==> src/rtl/mem_arb_pkg.sv <==
`timescale 1ns/1ps
`default_nettype none
// ============================================================================
// Package   : mem_arb_pkg
// Purpose   : Shared encodings and default widths for the memory port arbiter
//             (FSM state, transaction owner, starve counter width).
// Revision  : 1.0 - initial release
// ============================================================================
package mem_arb_pkg;

  localparam int c_ADDR_W_DEF    = 16;
  localparam int c_DATA_W_DEF    = 16;
  localparam int c_STARVE_CNT_W  = 3;

  typedef enum logic [1:0] {
    ST_IDLE   = 2'd0,
    ST_ACCESS = 2'd1,
    ST_WAIT   = 2'd2,
    ST_RESP   = 2'd3
  } arb_state_e;

  typedef enum logic [1:0] {
    OWN_NONE = 2'd0,
    OWN_IF   = 2'd1,
    OWN_D    = 2'd2
  } arb_owner_e;

endpackage : mem_arb_pkg
`default_nettype wire

==> src/rtl/arb_starve_ctr.sv <==
`timescale 1ns/1ps
`default_nettype none
// ============================================================================
// Module    : arb_starve_ctr
// Purpose   : Counts data grants issued while a fetch is waiting and raises
//             force_if once the count saturates at STARVE_MAX, so the fetch
//             port wins the next contested arbitration.
// Revision  : 1.0 - initial release
// ============================================================================
module arb_starve_ctr
  import mem_arb_pkg::*;
#(
  parameter int STARVE_MAX = 4
) (
  input  logic clk,
  input  logic rst_n,
  input  logic d_gnt,
  input  logic if_gnt,
  input  logic if_req,
  input  logic idle,
  output logic force_if
);

  localparam logic [c_STARVE_CNT_W-1:0] c_MAX = c_STARVE_CNT_W'(STARVE_MAX);

  logic [c_STARVE_CNT_W-1:0] r_cnt;

  // Saturating count of data grants that bypassed a pending fetch
  always_ff @(posedge clk) begin
    if (!rst_n) begin
      r_cnt <= '0;
    end else if (if_gnt || (idle && !if_req)) begin
      r_cnt <= '0;
    end else if (d_gnt && if_req && (r_cnt != c_MAX)) begin
      r_cnt <= r_cnt + 1'b1;
    end
  end

  assign force_if = (r_cnt == c_MAX);

endmodule : arb_starve_ctr
`default_nettype wire

==> src/rtl/mem_port_arbiter.sv <==
`timescale 1ns/1ps
`default_nettype none
// ============================================================================
// Module    : mem_port_arbiter
// Purpose   : Serialises instruction-fetch and data accesses onto a single
//             ported memory. Data has fixed priority; a fetch in flight when
//             flush arrives completes on memory but its response is dropped.
//             Optional fetch starvation guard: define ARB_STARVE_GUARD_EN.
// Revision  : 1.0 - initial release
// ============================================================================
module mem_port_arbiter
  import mem_arb_pkg::*;
#(
  parameter int ADDR_W     = c_ADDR_W_DEF,
  parameter int DATA_W     = c_DATA_W_DEF,
  parameter int MEM_LAT    = 1,
  parameter int STARVE_MAX = 4
) (
  input  logic              clk,
  input  logic              rst_n,
  input  logic              flush,
  input  logic              if_req,
  input  logic [ADDR_W-1:0] if_addr,
  output logic              if_gnt,
  output logic              if_rvalid,
  output logic [DATA_W-1:0] if_rdata,
  input  logic              d_req,
  input  logic              d_we,
  input  logic [ADDR_W-1:0] d_addr,
  input  logic [DATA_W-1:0] d_wdata,
  output logic              d_gnt,
  output logic              d_rvalid,
  output logic [DATA_W-1:0] d_rdata,
  output logic              mem_en,
  output logic              mem_we,
  output logic [ADDR_W-1:0] mem_addr,
  output logic [DATA_W-1:0] mem_wdata,
  input  logic [DATA_W-1:0] mem_rdata,
  output logic              busy
);

  // WAIT runs its counter 0..MEM_LAT-2; keep at least one bit when unused
  localparam int c_CNT_W     = (MEM_LAT > 2) ? $clog2(MEM_LAT - 1) : 1;
  localparam int c_WAIT_LAST = (MEM_LAT > 1) ? (MEM_LAT - 2) : 0;

  arb_state_e          r_state;
  arb_state_e          w_state_nxt;
  arb_owner_e          r_owner;
  logic                r_we;
  logic                r_drop;
  logic [ADDR_W-1:0]   r_addr;
  logic [DATA_W-1:0]   r_wdata;
  logic [c_CNT_W-1:0]  r_wcnt;
  logic                w_idle;
  logic                w_force_if;
  logic                w_pick_d;
  logic                w_resp;

  assign w_idle = (r_state == ST_IDLE);

`ifdef ARB_STARVE_GUARD_EN
  arb_starve_ctr #(
    .STARVE_MAX (STARVE_MAX)
  ) u_starve_ctr (
    .clk      (clk),
    .rst_n    (rst_n),
    .d_gnt    (d_gnt),
    .if_gnt   (if_gnt),
    .if_req   (if_req),
    .idle     (w_idle),
    .force_if (w_force_if)
  );
`else
  logic w_unused_starve;
  assign w_force_if      = 1'b0;
  assign w_unused_starve = (STARVE_MAX == 0);
`endif

  // FSM state register
  always_ff @(posedge clk) begin
    if (!rst_n) begin
      r_state <= ST_IDLE;
    end else begin
      r_state <= w_state_nxt;
    end
  end

  // Next state, grants and response outputs; rst_n gates everything to 0
  always_comb begin
    w_state_nxt = r_state;
    w_pick_d    = d_req && !(w_force_if && if_req);
    d_gnt       = rst_n && w_idle && w_pick_d;
    if_gnt      = rst_n && w_idle && if_req && !w_pick_d;
    w_resp      = rst_n && (r_state == ST_RESP);
    if_rvalid   = w_resp && (r_owner == OWN_IF) && !r_drop && !flush;
    d_rvalid    = w_resp && (r_owner == OWN_D);
    if_rdata    = if_rvalid ? mem_rdata : '0;
    d_rdata     = (d_rvalid && !r_we) ? mem_rdata : '0;

    case (r_state)
      ST_IDLE:   if (if_gnt || d_gnt) w_state_nxt = ST_ACCESS;
      ST_ACCESS: w_state_nxt = (MEM_LAT == 1) ? ST_RESP : ST_WAIT;
      ST_WAIT:   if (r_wcnt == c_CNT_W'(c_WAIT_LAST)) w_state_nxt = ST_RESP;
      ST_RESP:   w_state_nxt = ST_IDLE;
      default:   w_state_nxt = ST_IDLE;
    endcase
  end

  // Memory latency counter, only advancing while in WAIT
  always_ff @(posedge clk) begin
    if (!rst_n) begin
      r_wcnt <= '0;
    end else if (r_state == ST_WAIT) begin
      r_wcnt <= r_wcnt + 1'b1;
    end else begin
      r_wcnt <= '0;
    end
  end

  // Capture the winning request at grant; release ownership after response
  always_ff @(posedge clk) begin
    if (!rst_n) begin
      r_owner <= OWN_NONE;
      r_we    <= 1'b0;
      r_addr  <= '0;
      r_wdata <= '0;
    end else if (d_gnt) begin
      r_owner <= OWN_D;
      r_we    <= d_we;
      r_addr  <= d_addr;
      r_wdata <= d_wdata;
    end else if (if_gnt) begin
      r_owner <= OWN_IF;
      r_we    <= 1'b0;
      r_addr  <= if_addr;
      r_wdata <= '0;
    end else if (r_state == ST_RESP) begin
      r_owner <= OWN_NONE;
    end
  end

  // Flush marks an in-flight (or just-granted) fetch as stale until IDLE
  always_ff @(posedge clk) begin
    if (!rst_n) begin
      r_drop <= 1'b0;
    end else if (r_state == ST_RESP) begin
      r_drop <= 1'b0;
    end else if (flush && (if_gnt || (!w_idle && (r_owner == OWN_IF)))) begin
      r_drop <= 1'b1;
    end
  end

  assign mem_en    = (r_state == ST_ACCESS);
  assign mem_we    = mem_en && r_we;
  assign mem_addr  = r_addr;
  assign mem_wdata = r_wdata;
  assign busy      = !w_idle;

endmodule : mem_port_arbiter
`default_nettype wire

==> config.mk <==
export PLATFORM = sky130hd
export DESIGN_NAME = mem_port_arbiter
export DESIGN_NICKNAME = d
export VERILOG_FILES = /design/src/rtl/mem_arb_pkg.sv /design/src/rtl/arb_starve_ctr.sv /design/src/rtl/mem_port_arbiter.sv
export SDC_FILE = /design/constraint.sdc
export NUM_CORES = 1
export LEC_CHECK = 0
export ABC_AREA = 1
export BUFFER_PORTS_ARGS = -buffer_cell sky130_fd_sc_hd__buf_2
export CAP_MARGIN = 40
export CORE_AREA = 3 3 81 75
export DETAILED_ROUTE_END_ITERATION = 8
export DIE_AREA = 0 0 84 78
export PLACE_DENSITY = 0.75
export SLEW_MARGIN = 5
export SYNTH_ARGS = -nofsm -noshare
export SYNTH_HDL_FRONTEND = slang
export SYNTH_SLANG_ARGS = --single-unit
==> constraint.sdc <==
create_clock -name clk -period 1.56 [get_ports clk]
set_input_delay 0.312 -clock clk [delete_from_list [all_inputs] [get_ports clk]]
set_output_delay 0.312 -clock clk [all_outputs]
set_load 0.01 [all_outputs]
==> flow_metrics.py <==
metrics = {
    "die": {
        "die_area_sq_um": 6550,
        "initial_core_util_pct": 38.7,
        "ios": 141,
        "rows": 25,
        "core_area_sq_um": 5290,
        "fp.dieH_microns": 78,
        "die_w_microns": 84,
    },
    "global_routing": {
        "first_global_vias": 2221,
        "antenna_found_initial": 0,
        "grt_pass1_wl_microns": 10000,
        "grt.total_usage_pct": 18.5,
        "grt_start_max_net_pins": 32,
        "gr-total-overflow": 0,
    },
    "pwr": {
        "power_leakage_uw": 0.00204,
        "p_comb_share_pct": 47.3,
        "peakVddDrop_uv": 671,
        "p_clk_share_pct": 21.2,
        "switchingPower_uw": 1430,
        "switching_share_pct": 36.0,
        "pwr-share-seq_pct": 31.6,
        "p_int_uw": 2540,
        "power_density_nw_per_um2": 1030,
    },
    "clock_network": {
        "htree_levels": 2,
        "tritoncts": "built",
        "cts_num_sinks": 39,
        "numCtsBuffers": 5,
        "clock_path_buffers": 2,
        "clk_pin_slew_worst_paths_ns": 0.08,
        "clockRootBuffer": "clkbuf_8",
        "hold_buffers": 0,
        "insertion_delay_ns": 0.29,
    },
    "finish": {
        "final_cell_mix": "buf_2, nand2_1, inv_1",
        "nets": 562,
        "fillers": 415,
        "syn_to_final_growth_pct": 87.4,
        "num_antenna_cells": 0,
        "drive_gt1_share_pct": 59.8,
        "finalNonFillerCells": 555,
        "final_common_cell": "buf_2",
    },
    "timing": {
        "hold_viol": 0,
        "worst_slack_ns": -0.244,
        "hold_ws_ns": 0.264,
        "finalSetupViolCount": 68,
        "fin_skew_ns": 0.00982,
        "slew_violations": 0,
        "worst_pin_slew_ns": 0.373,
        "rsz0062_at_grt": "yes",
        "fin_crit_sh_pct": 116,
        "fmax_mhz": 554,
        "fin_crit_ns": 1.80,
        "relSlewSlack_pct": 75.1,
    },
    "synth": {
        "synthTopCellsByArea": "dfxtp_1, nand2_1, inv_1",
        "yosysUniqueCellTypes": 23,
        "yosysWarnings": 0,
        "post-synth-top-area-cell": "dfxtp_1",
        "ys_ff_latch": 39,
        "syn_area_sq_um": 2050,
        "yosysSeqAreaShare_pct": 38.2,
        "synth.avg_cell_area_sq_um": 6.45,
        "synthesis.nets": 392,
        "synth_cells": 317,
        "synth_top_area_share_pct": 38.2,
    },
    "drt": {
        "drc": 0,
        "m1WireLength_microns": 2600,
        "met3_length_microns": 709,
        "drtPass1Iterations": 4,
        "vias": 2551,
        "drt_iter0_drc": 64,
        "top_layer": "met4",
        "viasPerCell": 4.60,
        "wirelength_microns": 7160,
        "ant_nets": 0,
        "route.met2.wl_microns": 3730,
        "avgRoutedWirePerCell_microns": 12.9,
    },
    "critical_path": {
        "worstPathMaxFanout": 16,
        "start_kind": "flop",
        "r2r_end": "mem_addr[7]$_SDFFE_PN0P_",
        "r2r-start": "r_state[1]$_SDFFE_PN0P_",
        "crit_required_ns": 1.25,
        "setup.worst_path.end_class": "output port",
        "reg2reg_slack_ns": -0.13,
        "rr_worst_depth": 11,
        "crit_type": "flop to output port",
        "crit_arrival_ns": 1.49,
    },
    "outcome": {
        "status": "complete, but fails checks",
        "violations": "negative setup slack",
    },
    "place": {
        "globalplace.congestion": 0.763,
        "place_inst": 529,
        "port_buffers": 140,
        "dpl.hpwl_microns": 4680,
    },
    "job": {
        "maxCapViolCount": 0,
    },
    "min_path": {
        "hold_class": "input pin to flop",
        "min_path_cells": 3,
        "hold_start": "d_wdata[12]",
        "hold-path-endpoint": "mem_wdata[12]$_SDFFE_PN0P_",
    },
}
## cells by family (layout without fill, tap and decap cells)
family / Yosys count / in the layout / share of synthesized area (%)
flip-flops: 39 / 39 / 38.2
AO/OA/AOI/OAI: 39 / 39 / 10.3
adder cells (fa/ha/maj): 5 / 5 / 3.06
AND/OR/NAND/NOR: 156 / 156 / 32.2
buffers and inverters: 78 / 249 / 16.3
## state kept, by name (all words and copies together) (netlist names)
name	cells
mem_addr	16
r_owner	2
r_we	1
mem_wdata	16
r_state	2
r_drop	1
r_wcnt	1
## how the worst max path moves through the flow
stage / start / to / slack (ns) / cells after the start
after floorplan: r_state[0]$_SDFFE_PN0P_ / d_rdata[11] / -0.01 / 6
after global placement: flush / if_rdata[15] / -0.003 / 6
after detailed placement: flush / if_rdata[0] / -0.06 / 6
after CTS: r_state[1]$_SDFFE_PN0P_ / if_rdata[0] / -0.23 / 6
after global routing: r_drop$_SDFFE_PP0P_ / if_rdata[0] / -0.33 / 5
final: r_state[1]$_SDFFE_PN0P_ / d_rdata[3] / -0.24 / 7
## power by group through the flow
stage / Combinational (uW) / Sequential [uW] / Clock (uW)
after floorplan: 605 / 1280 / 0
after global placement: 1130 / 1230 / 0
after detailed placement: 1150 / 1240 / 0
after CTS: 1400 / 1230 / 854
after global routing: 2030 / 1270 / 899
final: 1880 / 1250 / 839
## worst max-delay path, stage by stage (launching register included)
cell     delay [ns]
dfxtp_4        0.37
ha_4           0.14
nand2_4        0.07
nor3_4         0.13
nand2_2        0.09
buf_12         0.16
nor2_2         0.10
buf_2          0.14
## per-stage QoR
stage	worst slack, ns	setup TNS (ns)	utilization (%)	cell area (sq um)	total power, uW
after floorplan	-0.0110	-0.0991	-	2130	1890
after global placement	-0.00319	-0.00320	57.1	3020	2360
after detailed placement	-0.0578	-0.696	57.1	3020	2380
after CTS	-0.232	-9.15	62.6	3310	3480
after global routing	-0.328	-14.48	72.5	3830	4200
final	-0.244	-9.57	72.5	3830	3970
## area by class of cell
type | instances | area [sq um] | area share (%)
multi-input cells | 200 | 1420 | 37.1
repair buffers | 177 | 1170 | 30.5
flip-flops and latches | 39 | 791 | 20.6
inverters | 64 | 258 | 6.72
well taps | 67 | 83.8 | 2.19
clock buffers | 5 | 68.8 | 1.80
clock inverters | 3 | 43.8 | 1.14
## repair_timing
| item | 4_1_cts | 5_1_grt |
|---|---|---|
| gates resized for setup | 26 | 100 |
| buffers inserted | 10 | 8 |
| pin swaps | 5 | 45 |
| setup endpoints to repair | 36 | 73 |
| gates cloned | 0 | 4 |
## synthesized netlist by cell type (all sizes together)
library cell,count
buf,11
dfxtp,39
o21ai,2
inv,63
or2,1
ha,5
a21oi,37
nand3,22
nor3,4
nor2,36
clkinv,1
nand4,1
nand2,92
clkbuf,3
## per-layer routing
metal	track usage (%)	up-vias
li1	-	1295
met1	21.0	1121
met2	32.7	125
met3	5.63	10
met4	6.75	0
met5	0	-
(Power assumes the default switching activity.)
